===== src/rtl/stopwatch_display_pkg.sv =====
// Shared constants and types for the MM:SS multiplexed seven-segment driver.
package stopwatch_display_pkg;

   // Digit slot: 0 = seconds units ... 3 = minutes tens
   typedef logic [1:0] digit_idx_t;

   localparam digit_idx_t DIG_SEC_U = 2'd0;
   localparam digit_idx_t DIG_SEC_T = 2'd1;
   localparam digit_idx_t DIG_MIN_U = 2'd2;
   localparam digit_idx_t DIG_MIN_T = 2'd3;

   // Active-low segment codes, bit order {g,f,e,d,c,b,a}
   localparam logic [6:0] SEG_0     = 7'b1000000;
   localparam logic [6:0] SEG_1     = 7'b1111001;
   localparam logic [6:0] SEG_2     = 7'b0100100;
   localparam logic [6:0] SEG_3     = 7'b0110000;
   localparam logic [6:0] SEG_4     = 7'b0011001;
   localparam logic [6:0] SEG_5     = 7'b0010010;
   localparam logic [6:0] SEG_6     = 7'b0000010;
   localparam logic [6:0] SEG_7     = 7'b1111000;
   localparam logic [6:0] SEG_8     = 7'b0000000;
   localparam logic [6:0] SEG_9     = 7'b0010000;
   localparam logic [6:0] SEG_DASH  = 7'b0111111;
   localparam logic [6:0] SEG_BLANK = 7'b1111111;

endpackage


===== src/rtl/stopwatch_display_bcd_to_seg.sv =====
// Combinational nibble to active-low seven-segment decoder; non-BCD codes show a dash.
module bcd_to_seg
   import stopwatch_display_pkg::*;
(
   input  logic [3:0] nib_i,
   output logic [6:0] seg_o
);

   // Table lookup of the digit pattern
   always_comb begin
      seg_o = SEG_DASH;
      case (nib_i)
         4'd0:    seg_o = SEG_0;
         4'd1:    seg_o = SEG_1;
         4'd2:    seg_o = SEG_2;
         4'd3:    seg_o = SEG_3;
         4'd4:    seg_o = SEG_4;
         4'd5:    seg_o = SEG_5;
         4'd6:    seg_o = SEG_6;
         4'd7:    seg_o = SEG_7;
         4'd8:    seg_o = SEG_8;
         4'd9:    seg_o = SEG_9;
         default: seg_o = SEG_DASH;
      endcase
   end

endmodule


===== src/rtl/stopwatch_display.sv =====
// Four-digit multiplexed MM:SS display driver with anode blanking guard,
// frame-aligned input snapshot, leading-zero blanking and a blinking colon.
module stopwatch_display
   import stopwatch_display_pkg::*;
#(
   parameter int REFRESH_DIV  = 50000,
   parameter int BLANK_CYC    = 500,
   parameter int BLINK_FRAMES = 125
) (
   input  logic        clk,
   input  logic        RESET,
   input  logic [16:1] BCD,
   input  logic        BLINK_EN,
   input  logic        LZ_BLANK,
   output logic [4:1]  AN,
   output logic [6:0]  SEG,
   output logic        DP
);

   localparam int PW = $clog2(REFRESH_DIV);
   localparam int FW = $clog2(BLINK_FRAMES + 1);

   logic [PW-1:0] presc_q, presc_d;
   digit_idx_t    idx_q, idx_d;
   logic [15:0]   snap_q, snap_d;
   logic [FW-1:0] frm_q, frm_d;
   logic          phase_q, phase_d;
   logic [3:0]    an_q, an_d;
   logic [6:0]    seg_q, seg_d;
   logic          dp_q, dp_d;

   logic          tc, frame_end, blank, colon_on;
   logic [3:0]    nib;
   logic [6:0]    dec_seg;

   assign nib = snap_q[{idx_q, 2'b00} +: 4];

   bcd_to_seg u_dec (
      .nib_i (nib),
      .seg_o (dec_seg)
   );

   // Scan timing, snapshot and colon-phase next state
   always_comb begin
      tc        = (presc_q == PW'(REFRESH_DIV - 1));
      frame_end = tc && (idx_q == DIG_MIN_T);
      presc_d   = tc ? '0 : presc_q + 1'b1;
      idx_d     = tc ? idx_q + 2'd1 : idx_q;
      // Only reload at the frame boundary so one frame never mixes two values
      snap_d    = frame_end ? BCD : snap_q;
      frm_d     = frm_q;
      phase_d   = phase_q;
      if (!BLINK_EN) begin
         frm_d   = '0;
         phase_d = 1'b1;
      end else if (frame_end) begin
         if (frm_q == FW'(BLINK_FRAMES - 1)) begin
            frm_d   = '0;
            phase_d = ~phase_q;
         end else begin
            frm_d = frm_q + 1'b1;
         end
      end
   end

   // Output pattern for the current slot; registered below
   always_comb begin
      blank    = (presc_q < PW'(BLANK_CYC));
      // BLINK_EN low must show the colon immediately, not a cycle later
      colon_on = phase_q | ~BLINK_EN;
      an_d     = 4'hF;
      seg_d    = SEG_BLANK;
      dp_d     = 1'b1;
      if (!blank) begin
         an_d = ~(4'b0001 << idx_q);
         if (LZ_BLANK && (idx_q == DIG_MIN_T) && (nib == 4'd0))
            seg_d = SEG_BLANK;
         else
            seg_d = dec_seg;
         dp_d = ~((idx_q == DIG_MIN_U) && colon_on);
      end
   end

   // State and output registers with synchronous reset
   always_ff @(posedge clk) begin
      if (RESET) begin
         presc_q <= '0;
         idx_q   <= DIG_SEC_U;
         snap_q  <= '0;
         frm_q   <= '0;
         phase_q <= 1'b1;
         an_q    <= 4'hF;
         seg_q   <= SEG_BLANK;
         dp_q    <= 1'b1;
      end else begin
         presc_q <= presc_d;
         idx_q   <= idx_d;
         snap_q  <= snap_d;
         frm_q   <= frm_d;
         phase_q <= phase_d;
         an_q    <= an_d;
         seg_q   <= seg_d;
         dp_q    <= dp_d;
      end
   end

   assign AN  = an_q;
   assign SEG = seg_q;
   assign DP  = dp_q;

endmodule


===== config.mk =====
export PLATFORM = sky130hd
export DESIGN_NAME = stopwatch_display
export DESIGN_NICKNAME = d
export VERILOG_FILES = /design/src/rtl/stopwatch_display_pkg.sv /design/src/rtl/stopwatch_display_bcd_to_seg.sv /design/src/rtl/stopwatch_display.sv
export SDC_FILE = /design/constraint.sdc
export NUM_CORES = 1
export LEC_CHECK = 0
export BUFFER_PORTS_ARGS = -buffer_cell sky130_fd_sc_hd__buf_4
export CORE_ASPECT_RATIO = 1.1
export CORE_MARGIN = 2
export CORE_UTILIZATION = 41
export CTS_CLUSTER_SIZE = 28
export DETAILED_ROUTE_END_ITERATION = 8
export PLACE_DENSITY_LB_ADDON = 0.25
export SLEW_MARGIN = 5
export SYNTH_ARGS = -nofsm -noshare
export SYNTH_HDL_FRONTEND = slang
export SYNTH_SLANG_ARGS = --single-unit

===== constraint.sdc =====
create_clock -name clk -period 2.2 [get_ports clk]
set_input_delay 0.22 -clock clk [delete_from_list [all_inputs] [get_ports clk]]
set_output_delay 0.22 -clock clk [all_outputs]
set_load 0.01 [all_outputs]

* Yosys cells after proc, flatten, opt, wreduce, memory -nomap -nowiden *
Memories as Yosys holds them, arrays and structs flattened. A register that Yosys moved wholly into a read port is not among the register bits.
Cells that the tools add are included.

word-level totals
  flip-flop bits (word level) = 47
  bits in latches = 0
  RAM bits = 0
  bits in read-only memories = 112
  output and inout bits = 12
  logic and storage cells = 34
  memories kept = 1

memories
  memory            words  width  read ports  clocked after Yosys merged registers in  wr ports  RTL line                            RTL
  (name not given)  16     7      1           1                                        0         stopwatch_display_bcd_to_seg.sv:12  case (nib_i)

operators by class
  $add $sub $neg = 3
  multiply operators = 0
  divide/modulo/power cells = 0
  order comparisons = 1
  equal/unequal tests = 4
  shift-type cells = 2
  mux-type cells = 1
  bitwise logic cells = 5
  reductions and logical operators = 10

operator list
  operator                                                     count
  adder 16 x 1 -> 16 bit, second input constant                1
  equality test 16 bit, second input constant                  1
  less-than comparator 16 x 9 -> 1 bit, second input constant  1
  indexed part select 16 x 5 -> 4 bit                          1
  adder 7 x 1 -> 7 bit, second input constant                  1
  equality test 7 bit, second input constant                   1
  two-way mux 7 bit                                            1
  OR reduction 2 bit                                           3
  equality test 2 bit, second input constant                   2
  logical AND 1 bit                                            4
  logical NOT 4 bit                                            1
  NOT 4 bit                                                    1
  left shift 1 x 2 -> 4 bit, first input constant              1
  NOT 1 bit                                                    3
  OR reduction 3 bit                                           1
  adder 2 x 1 -> 2 bit, second input constant                  1
  AND reduction 2 bit                                          1
  bitwise OR 1 bit                                             1

* Depth between registers and ports, before layout *
Gate-level depths: netlist of run 1.

  word-level depth = 4
  gate-level depth with buffers = 8
  depth with buffers taken out = 7

* By module *
Synthesis of run 1 repeated with hierarchy kept, for this count alone.

unflattened totals
  cell total of the unflattened synthesis = 290
  area, all modules = 2,542.4 sq um

modules (own cells, without submodules)
  module             instances  cells an instance  area an instance (sq um)  sequential area each (sq um)
  stopwatch_display  1          259                2,318.5                   1,081.0
  bcd_to_seg         1          31                 224.0                     0.0

* Least setup slack after synthesis of run 1 *
Ideal clock, no wire load.

  path type = register to register
  start point = reg idx_q[0]
  end point = reg seg_q[0] (netlist: SEG[0])
  setup time = 0.147 ns
  data arrival time = 1.754 ns
  slack = 0.299 ns
  stages on the path, launching flop included = 9
  period minus slack after synthesis = 1.901 ns
  cells stage by stage = dfxtp_1 -> buf_4 -> mux4_2 -> inv_1 -> ha_1 -> nand3_1 -> nor3_1 -> a211oi_1 -> o21ai_0

on the way
  longest elaborated chain between the ends = 4

RTL lines
  item                                                                               RTL line                                          RTL
  start: declaration                                                                 stopwatch_display.sv:24                           digit_idx_t idx_q, idx_d;
  start signal: assignment                                                           stopwatch_display.sv:97                           idx_q <= idx_d;
  indexed part select 16 x 5 -> 4 bit / equality test 2 bit (equally long branches)  stopwatch_display.sv:36, stopwatch_display.sv:76
  logical NOT 4 bit / logical AND 1 bit (equally long branches)                      stopwatch_display.sv:76                           if (LZ_BLANK && (idx_q == DIG_MIN_T) && (nib == 4'd0))
  logical AND 1 bit                                                                  stopwatch_display.sv:76
  OR reduction 3 bit (no source line)                                                -
  end: declaration                                                                   stopwatch_display.sv:29                           logic [6:0] seg_q, seg_d;

Several ways; a longest one is shown, not always the timed one.
A chain may end at the register's enable or synchronous reset.

* Final worst setup path of run 1 *
  start point = reg idx_q[0]
  end point = reg seg_q[4] (netlist: SEG[4])

Same word-level chain as after synthesis.

==> results of run 1 <==
[sequential cells by signal (all words and copies together), names as in the netlist]
signal,count
presc_q,16
snap_q,16
SEG,7
frm_q,7
AN,4
idx_q,2
DP,1
phase_q,1
[area by class of cell]
type	count	area [um2]
flip-flops and latches	54	1080
fillers	548	2900
inverters	12	45.0
well taps	77	96.3
multi-input cells	175	1260
clock buffers	5	68.8
repair buffers	35	275
clock inverters	3	43.8
[power breakdown]
part,total (uW),switching [uW],internal (uW)
sequential,986,4.79,981
combinational,51.6,23.0,28.6
clock,679,338,341
total,1720,366,1350
[worst max path at each step]
| stage | from | end | slack [ps] |
|---|---|---|---|
| 2_1_floorplan | idx_q[0] | SEG[0] | 300 |
| 3_3_place_gp | idx_q[1] | SEG[4] | 210 |
| 3_5_place_dp | idx_q[1] | SEG[4] | 90 |
| 4_1_cts | idx_q[1] | SEG[4] | 60 |
| 5_1_grt | idx_q[0] | SEG[4] | 30 |
| 6_report | idx_q[0] | SEG[4] | 250 |
[cells in the mapped netlist, types with 6 or more instances]
| cell | count |
|---|---|
| a21oi_1 | 11 |
| and3_1 | 6 |
| nand3_1 | 8 |
| o21ai_0 | 9 |
| mux2i_1 | 17 |
| nand4_1 | 6 |
| ha_1 | 12 |
| xnor2_1 | 8 |
| nor2_1 | 36 |
| dfxtp_1 | 54 |
| inv_1 | 12 |
| nand2_1 | 8 |
[worst max-delay path, stage by stage, from the launching register on]
cell and delay [ps]:
dfxtp_1 450, mux4_2 580, inv_1 140, ha_1 180, nand3_1 70, nor3_1 230
a211oi_2 110, o21ai_0 130
[metrics by stage]
| stage | instance area (um2) | total power, uW | hold slack, ps | utilization, % | setup slack (ps) |
|---|---|---|---|---|---|
| detailed placement | 2750 | 1060 | 457 | 47.6 | 85.2 |
| global route | 2870 | 1790 | 131 | 49.7 | 29.6 |
| finish | 2870 | 1720 | 129 | 49.7 | 245 |
| CTS | 2860 | 1740 | 125 | 49.6 | 56.0 |
| floorplan | 2460 | 1030 | 350 | - | 299 |
| global placement | 2750 | 1060 | 444 | 47.6 | 210 |
[cell usage in the layout, fill, tap and decap left out, drive strengths merged, types with 2 or more instances in the layout]
cell type | netlist | layout
a211oi | 3 | 3
a21oi | 11 | 11
a31oi | 3 | 3
and2 | 2 | 2
and3 | 6 | 6
and4 | 3 | 3
buf | 7 | 35
clkbuf | 4 | 5
dfxtp | 54 | 54
ha | 12 | 12
inv | 12 | 13
mux2i | 17 | 17
mux4 | 4 | 4
nand2 | 8 | 8
nand2b | 3 | 3
nand3 | 8 | 8
nand4 | 6 | 6
nor2 | 36 | 36
nor2b | 2 | 2
nor3 | 5 | 5
nor4 | 5 | 5
o2111a | 2 | 2
o21ai | 11 | 11
or3 | 2 | 2
xnor2 | 8 | 8
xor2 | 5 | 5
[layer usage]
| layer | vias to the layer above | routed length [um] | global-route usage, % |
|---|---|---|---|
| met2 | 35 | 1940 | 22.3 |
| met1 | 827 | 2320 | 20.6 |
| met3 | 8 | 178 | 2.23 |
| met5 | - | 0 | 0 |
| met4 | 0 | 106 | 7.31 |
| li1 | 949 | - | - |
[logic make-up after synthesis]
| logic type | count (synthesis) | share of synthesized area, % |
|---|---|---|
| compound gates | 36 | 9.11 |
| xor+xnor | 13 | 4.63 |
| fa+ha+maj | 12 | 6.11 |
| buf+inv | 23 | 5.09 |
| flops | 54 | 44.0 |
| mux | 21 | 10.6 |
| simple gates | 93 | 20.5 |
==> impl_metrics.json, run 1 <==
{
  "wl_per_cell_um": 12.6,
  "die_area_um2": 6630,
  "dr.pass1.iters": 4,
  "synth_area_um2": 2460,
  "numCtsBuffers": 5,
  "drt-initial-drc-count": 96,
  "path_max_fanout": 7,
  "hpwl_mm": 3.30,
  "hold_depth": 3,
  "fin_cells": 361,
  "fin_crit_sh_pct": 88.9,
  "endpoint_kind": "register",
  "yosys-top-cells-area": "dfxtp_1 44%, mux2i_1 6.9%, ha_1 6.1%",
  "worstMarginPinSlew_ps": 579,
  "rsz0062_at_grt": "false",
  "gr-total-overflow": 0,
  "placement_rows": 29,
  "track_usage_pct": 14.8,
  "ctsHoldBuffers": 0,
  "grt_antenna_before_repair": 0,
  "drive_gt1_share_pct": 18.0,
  "rrSetupSlack_ps": 250,
  "synth_edf_count": 0,
  "area_delta_synth_final_pct": 16.6,
  "finalClockSkew_ps": 8.42,
  "setup_viol": 0,
  "async_reset_ff_share_pct": 0,
  "min_from": "BCD[11]",
  "cp-start-kind": "register",
  "p_leak_uw": 0.00105,
  "dp.cells": 353,
  "die_height_um": 85.2,
  "grt_pass1_wl_mm": 7.89,
  "synth_cell_types": 44,
  "cts_tree": "done",
  "die_w_um": 77.8,
  "synth_seq_cells": 54,
  "antenna_left": 0,
  "critical_path_class": "reg -> reg",
  "syn_nets": 284,
  "min_to": "snap_q[10]",
  "core_area_um2": 5770,
  "fin_setup_tns_ps": 0,
  "diodes": 0,
  "clk_pin_slew_ps": 100,
  "drv_slew": 0,
  "p_per_area_nw_per_um2": 599,
  "vias_per_cell": 5.04,
  "cts_setup_buffers": 0,
  "grt_max_degree": 33,
  "nNetsFinal": 315,
  "io_buffers": 31,
  "cts_max_level": 2,
  "clk_latency_ps": 320,
  "syn_area_per_cell_um2": 9.75,
  "ys.flop_type": "dfxtp_1",
  "gp_congestion": 0.785,
  "peakVddDrop_mv": 0.311,
  "cp_data_required_time_ps": 2440,
  "maxCapViolations": 0,
  "finalHoldViolCount": 0,
  "reg2reg_depth": 7,
  "r2r-end": "SEG[4]",
  "synth_top_cell_area_share_pct": 44.0,
  "remaining_drc_errors": 0,
  "max_freq_ghz": 0.512,
  "cts_buffer_depth": 2,
  "cts.repair.resized": 0,
  "min_period_ps": 1950,
  "root_buffer": "clkbuf_8",
  "slew_headroom_pct": 61.0,
  "rr_startpoint": "idx_q[0]",
  "cts.sinks": 54,
  "seq_area_frac_synth_pct": 44.0,
  "routed_wirelength_mm": 4.55,
  "hp-class": "in -> reg",
  "worst_ep_arrival_time_ps": 2200,
  "yosysWarnings": 0,
  "synth_largest_area_cell": "dfxtp_1",
  "start_util_pct": 42.6,
  "synthCells": 252,
  "grt_pass1_vias": 1760,
  "pin_count": 32,
  "status": "finished clean",
  "vias": 1819
}
No activity file was read; power rests on OpenSTA's default activity.
==> inputs of run 2 (changes only) <==
--- a/config.mk
+++ b/config.mk
@@ -6,7 +6,7 @@
 export NUM_CORES = 1
 export LEC_CHECK = 0
 export BUFFER_PORTS_ARGS = -buffer_cell sky130_fd_sc_hd__buf_4
-export CORE_ASPECT_RATIO = 1.1
+export CORE_ASPECT_RATIO = 0.9
 export CORE_MARGIN = 2
 export CORE_UTILIZATION = 41
 export CTS_CLUSTER_SIZE = 28
==> run 2 against run 1 <==
Effect of this change: total power shrank 7.3%; non-clock buffer count rose by 3; clock power shrank 19%; sequential share of layout area up 0.14 points; fmax down 2.3%; critical endpoint is now frm_q[3]; largest cell class unchanged; largest power group unchanged.
==> impl_metrics.json, run 2 (same netlist as run 1, synthesis figures left out) <==
{
  "p_int_uw": 1240,
  "cp_data_required_time_ps": 2410,
  "remaining_drc_errors": 0,
  "cts_setup_buffers": 0,
  "p_leak_uw": 0.00105,
  "pwr-share-clk_pct": 34.6,
  "status": "finished clean",
  "fin_crit_sh_pct": 90.9,
  "layout_common_cells": "53 x dfxtp_1, 37 x buf_4, 36 x nor2_1",
  "worstMarginPinSlew_ps": 440,
  "path_max_fanout": 32,
  "path_cells": "ha_1 -> nand4_1 -> nor4_4 -> buf_12 -> o21ai_1 -> a31o_1",
  "track_usage_pct": 14.7,
  "max_freq_ghz": 0.500,
  "grt_max_degree": 33,
  "rsz0062_at_grt": "false",
  "hp-class": "in -> reg",
  "combPwrFrac_pct": 3.5,
  "diodes": 0,
  "drive_gt1_share_pct": 19.2,
  "endpoint_kind": "register",
  "die_w_um": 85.6,
  "gp_congestion": 0.800,
  "gr-total-overflow": 0,
  "cts_max_level": 2,
  "peakVddDrop_mv": 0.401,
  "layout.filler_cells": 559,
  "vias": 1885,
  "path_delay_family": "simple AND/OR/NAND/NOR gates",
  "io_buffers": 31,
  "cts_tree": "done",
  "root_buffer": "clkbuf_8",
  "placement_rows": 26,
  "die_height_um": 77.4,
  "cts_buffer_depth": 2,
  "seq_power_share_pct": 61.9,
  "clk_latency_ps": 310,
  "nNetsFinal": 318,
  "routed_wirelength_mm": 4.75,
  "drt-initial-drc-count": 81,
  "maxCapViolations": 0,
  "antenna_left": 0,
  "switching_share_pct": 22.3,
  "cpPeakStageDelay_ps": 420,
  "grt_pass1_vias": 1746,
  "setup_viol": 0,
  "path_buf_inv": 1,
  "slew_headroom_pct": 70.4,
  "switchingPower_uw": 355,
  "numCtsBuffers": 5,
  "critical_path_class": "reg -> reg",
  "die_area_um2": 6630,
  "layout_commonest_cell": "dfxtp_1",
  "slowest_stage": "nor4_4",
  "area_delta_synth_final_pct": 16.3,
  "hold_slack_ps": 140,
  "grt_antenna_before_repair": 0,
  "finalHoldViolCount": 0,
  "fin_util_pct": 49.9,
  "drv_slew": 0,
  "cts.sinks": 54,
  "vias_per_cell": 5.28,
  "dr.pass1.iters": 7,
  "min_period_ps": 2000,
  "fin_setup_tns_ps": 0,
  "cp-start-kind": "register",
  "largestRegisters": "presc_q (16), snap_q (16)",
  "core_area_um2": 5730,
  "wl_per_cell_um": 13.3,
  "grt_pass1_wl_mm": 8.00,
  "start_util_pct": 42.9,
  "worst_ep_arrival_time_ps": 2210,
  "hpwl_mm": 3.46,
  "finalClockSkew_ps": 12.8,
  "pin_count": 32,
  "p_per_area_nw_per_um2": 557,
  "clk_pin_slew_ps": 100
}
-- run 2: cell count changes in the layout (fill, tap and decap cells not counted) --
cell,before,now
bufinv_16,1,0
dfxtp_2,0,1
inv_6,1,0
clkinvlp_4,0,1
clkinv_4,0,1
buf_4,34,37
dfxtp_1,54,53
-- run 2: path summary, 6_finish.rpt --
kind	slack [ps]	cells past startpoint	to	start
hold reg to reg	480	1	presc_q[0]	presc_q[0]
setup reg to reg	200	6	frm_q[3]	presc_q[0]
hold / removal	140	3	snap_q[6]	BCD[7]
setup / recovery	200	6	frm_q[3]	presc_q[0]
-- run 2: layer usage --
layer / vias up / track usage [%] / wire [um]
met5: - / 0 / 0
met4: 0 / 3.81 / 33
met3: 4 / 3.51 / 221
met2: 37 / 22.9 / 2100
met1: 889 / 20.4 / 2390
li1: 955 / - / -
-- run 2: layout make-up --
type / count / area (um2) / area share, %
inverter: 12 / 45.0 / 1.58
clock inverter: 3 / 21.3 / 0.744
clock buffer: 5 / 68.8 / 2.41
timing repair buffer: 38 / 298 / 10.4
multi-input combinational: 175 / 1260 / 43.9
sequential: 54 / 1080 / 37.9
tap: 70 / 87.6 / 3.06
-- run 2: tightest hold or removal path: stages --
cell     delay [ps]
buf_4            80
mux2i_1          50
nor2_1           70
-- run 2: what timing repair did --
action	in CTS	in global routing
resized for setup	1	1
hold buffers	0	0
setup endpoints to repair	1	7
-- run 2: power groups by stage --
| stage | Clock, uW | Sequential, uW | Combinational (uW) |
|---|---|---|---|
| finish | 551 | 985 | 55.6 |
| global route | 609 | 986 | 60.9 |
| global placement | 0 | 1010 | 55.6 |
| floorplan | 0 | 1010 | 21.8 |
| CTS | 573 | 985 | 56.8 |
| detailed placement | 0 | 1010 | 56.5 |
-- run 2: per-stage QoR --
| step | instances | total power [uW] | cell area [um2] | setup slack (ps) |
|---|---|---|---|---|
| 2_1_floorplan | 252 | 1030 | 2460 | 299 |
| 3_3_place_gp | 349 | 1060 | 2760 | 174 |
| 3_5_place_dp | 349 | 1060 | 2760 | -4.43 |
| 4_1_cts | 357 | 1610 | 2860 | 70.9 |
| 5_1_grt | 357 | 1660 | 2860 | 61.6 |
| 6_report | 357 | 1590 | 2860 | 200 |
==> inputs of run 3 (changes only) <==
--- a/config.mk
+++ b/config.mk
@@ -8,7 +8,7 @@
 export BUFFER_PORTS_ARGS = -buffer_cell sky130_fd_sc_hd__buf_4
 export CORE_ASPECT_RATIO = 0.9
 export CORE_MARGIN = 2
-export CORE_UTILIZATION = 41
+export CORE_UTILIZATION = 50
 export CTS_CLUSTER_SIZE = 28
 export DETAILED_ROUTE_END_ITERATION = 8
 export PLACE_DENSITY_LB_ADDON = 0.25
==> run 3 against run 2 <==
Effect of this change: sequential share of layout area grew 0.48 points; design area shrank 1.4%; global-route usage increased by 3.3 points; total power shrank 0.84%; wire length fell by 5.0%; final cell count down 2.0%; fmax decreased by 1.2%; clock power fell by 2%; worst hold slack got worse by 2.5 ps; core utilization is 9.1 points higher; count of clock-buffer cells in the layout rose by 1; critical endpoint is now snap_q[14]; largest cell class unchanged; largest power group unchanged.
==> impl_metrics.json, run 3 (same netlist as run 1, synthesis figures left out) <==
{
  "clk_pin_slew_ps": 100,
  "track_usage_pct": 18.0,
  "combPwrFrac_pct": 3.2,
  "grt_max_degree": 24,
  "remaining_drc_errors": 0,
  "layout_common_cells": "54 x dfxtp_1, 36 x nor2_1, 36 x buf_4",
  "hold_depth": 3,
  "cts.repair.resized": 0,
  "hpwl_mm": 3.29,
  "largestRegisters": "presc_q (16), snap_q (16)",
  "slew_headroom_pct": 57.2,
  "path_max_fanout": 16,
  "drv_slew": 0,
  "p_leak_uw": 0.00104,
  "fin_cells": 350,
  "cts.sinks": 54,
  "min_from": "BCD[3]",
  "cts_setup_buffers": 0,
  "rr_startpoint": "presc_q[0]",
  "total_power_uw": 1580,
  "clk_latency_ps": 310,
  "area_delta_synth_final_pct": 14.8,
  "maxCapViolations": 0,
  "die_w_um": 77.9,
  "vias_per_cell": 5.23,
  "grt_pass1_wl_mm": 7.87,
  "pwr-share-clk_pct": 34.3,
  "pin_count": 32,
  "p_per_area_nw_per_um2": 559,
  "die_area_um2": 5490,
  "ctsHoldBuffers": 0,
  "placement_rows": 24,
  "vias": 1832,
  "cts_tree": "done",
  "use_met1_pct": 24.5,
  "dr.pass1.iters": 4,
  "root_buffer": "clkbuf_8",
  "grt.busiest_layer": "met2",
  "setup_viol": 0,
  "seq_power_share_pct": 62.5,
  "min_to": "snap_q[2]",
  "drive_gt1_share_pct": 17.9,
  "nNetsFinal": 316,
  "reg2reg_depth": 6,
  "status": "finished clean",
  "max_freq_ghz": 0.494,
  "p_int_uw": 1230,
  "wl_per_cell_um": 12.9,
  "gr-total-overflow": 0,
  "hp-class": "in -> reg",
  "use_met3_pct": 5.30,
  "cts_max_level": 2,
  "gp_congestion": 0.817,
  "min_period_ps": 2020,
  "core_area_um2": 4770,
  "diodes": 0,
  "rsz0062_at_grt": "false",
  "numCtsBuffers": 5,
  "setup_slack_ps": 175,
  "crit_start": "presc_q[0]",
  "fin_crit_sh_pct": 92.0,
  "r2r-end": "snap_q[14]",
  "die_height_um": 70.5,
  "critical_path_class": "reg -> reg",
  "rrSetupSlack_ps": 180,
  "cp_data_required_time_ps": 2400,
  "hold_slack_ps": 137,
  "io_buffers": 31,
  "worst_ep_arrival_time_ps": 2230,
  "start_util_pct": 51.5,
  "drt-initial-drc-count": 82,
  "peakVddDrop_mv": 0.381,
  "cts_buffer_depth": 2,
  "routed_wirelength_mm": 4.51,
  "grt_pass1_vias": 1716,
  "dp.cells": 342,
  "finalHoldViolCount": 0,
  "switchingPower_uw": 343,
  "worstMarginPinSlew_ps": 637,
  "cp-start-kind": "register",
  "met2_usage_pct": 27.5,
  "switching_share_pct": 21.7,
  "antenna_left": 0,
  "finalClockSkew_ps": 11.0,
  "place_ws_ps": 135,
  "layout_commonest_cell": "dfxtp_1",
  "endpoint_kind": "register",
  "fin_setup_tns_ps": 0,
  "grt_antenna_before_repair": 0,
  "layout.filler_cells": 431
}
[run 3: worst max-delay path by stage]
stage	to	depth (start not counted)	slack (ps)
CTS	SEG[5]	7	130
floorplan	SEG[0]	8	300
global placement	SEG[6]	7	190
finish	snap_q[14]	6	180
detailed placement	SEG[5]	7	140
global route	snap_q[5]	6	20
[run 3: per-stage QoR]
stage | cell area, um2 | util (%)
finish | 2820 | 59.1
global route | 2820 | 59.1
CTS | 2820 | 59.0
detailed placement | 2730 | 57.2
global placement | 2730 | 57.2
floorplan | 2460 | -
[run 3: power by group through the flow]
stage / registers [uW] / clock network [uW] / logic (uW)
finish: 986 / 541 / 50.8
global placement: 1010 / 0 / 51.6
global route: 987 / 601 / 56.8
CTS: 986 / 565 / 51.4
floorplan: 1010 / 0 / 21.8
detailed placement: 1010 / 0 / 51.1
[run 3: critical path, stage by stage, from the launching register on]
cell and delay [ps]:
dfxtp_1 390, ha_1 220, nand4_1 280, nor4_4 390
buf_4 330, mux2i_1 240, nor2_1 50
[run 3: per-layer routing]
metal  vias up  wire [um]
met5         -          0
met4         0         93
met3         9        171
met2        26       1980
met1       847       2270
li1        950          -
[run 3: area by class of cell]
type | instances | area [um2] | area share (%)
clock buffers | 6 | 72.6 | 2.57
clock inverters | 2 | 13.8 | 0.488
inverters | 12 | 45.0 | 1.60
multi-input cells | 175 | 1260 | 44.5
flip-flops and latches | 54 | 1080 | 38.3
well taps | 65 | 81.3 | 2.88
repair buffers | 36 | 270 | 9.58
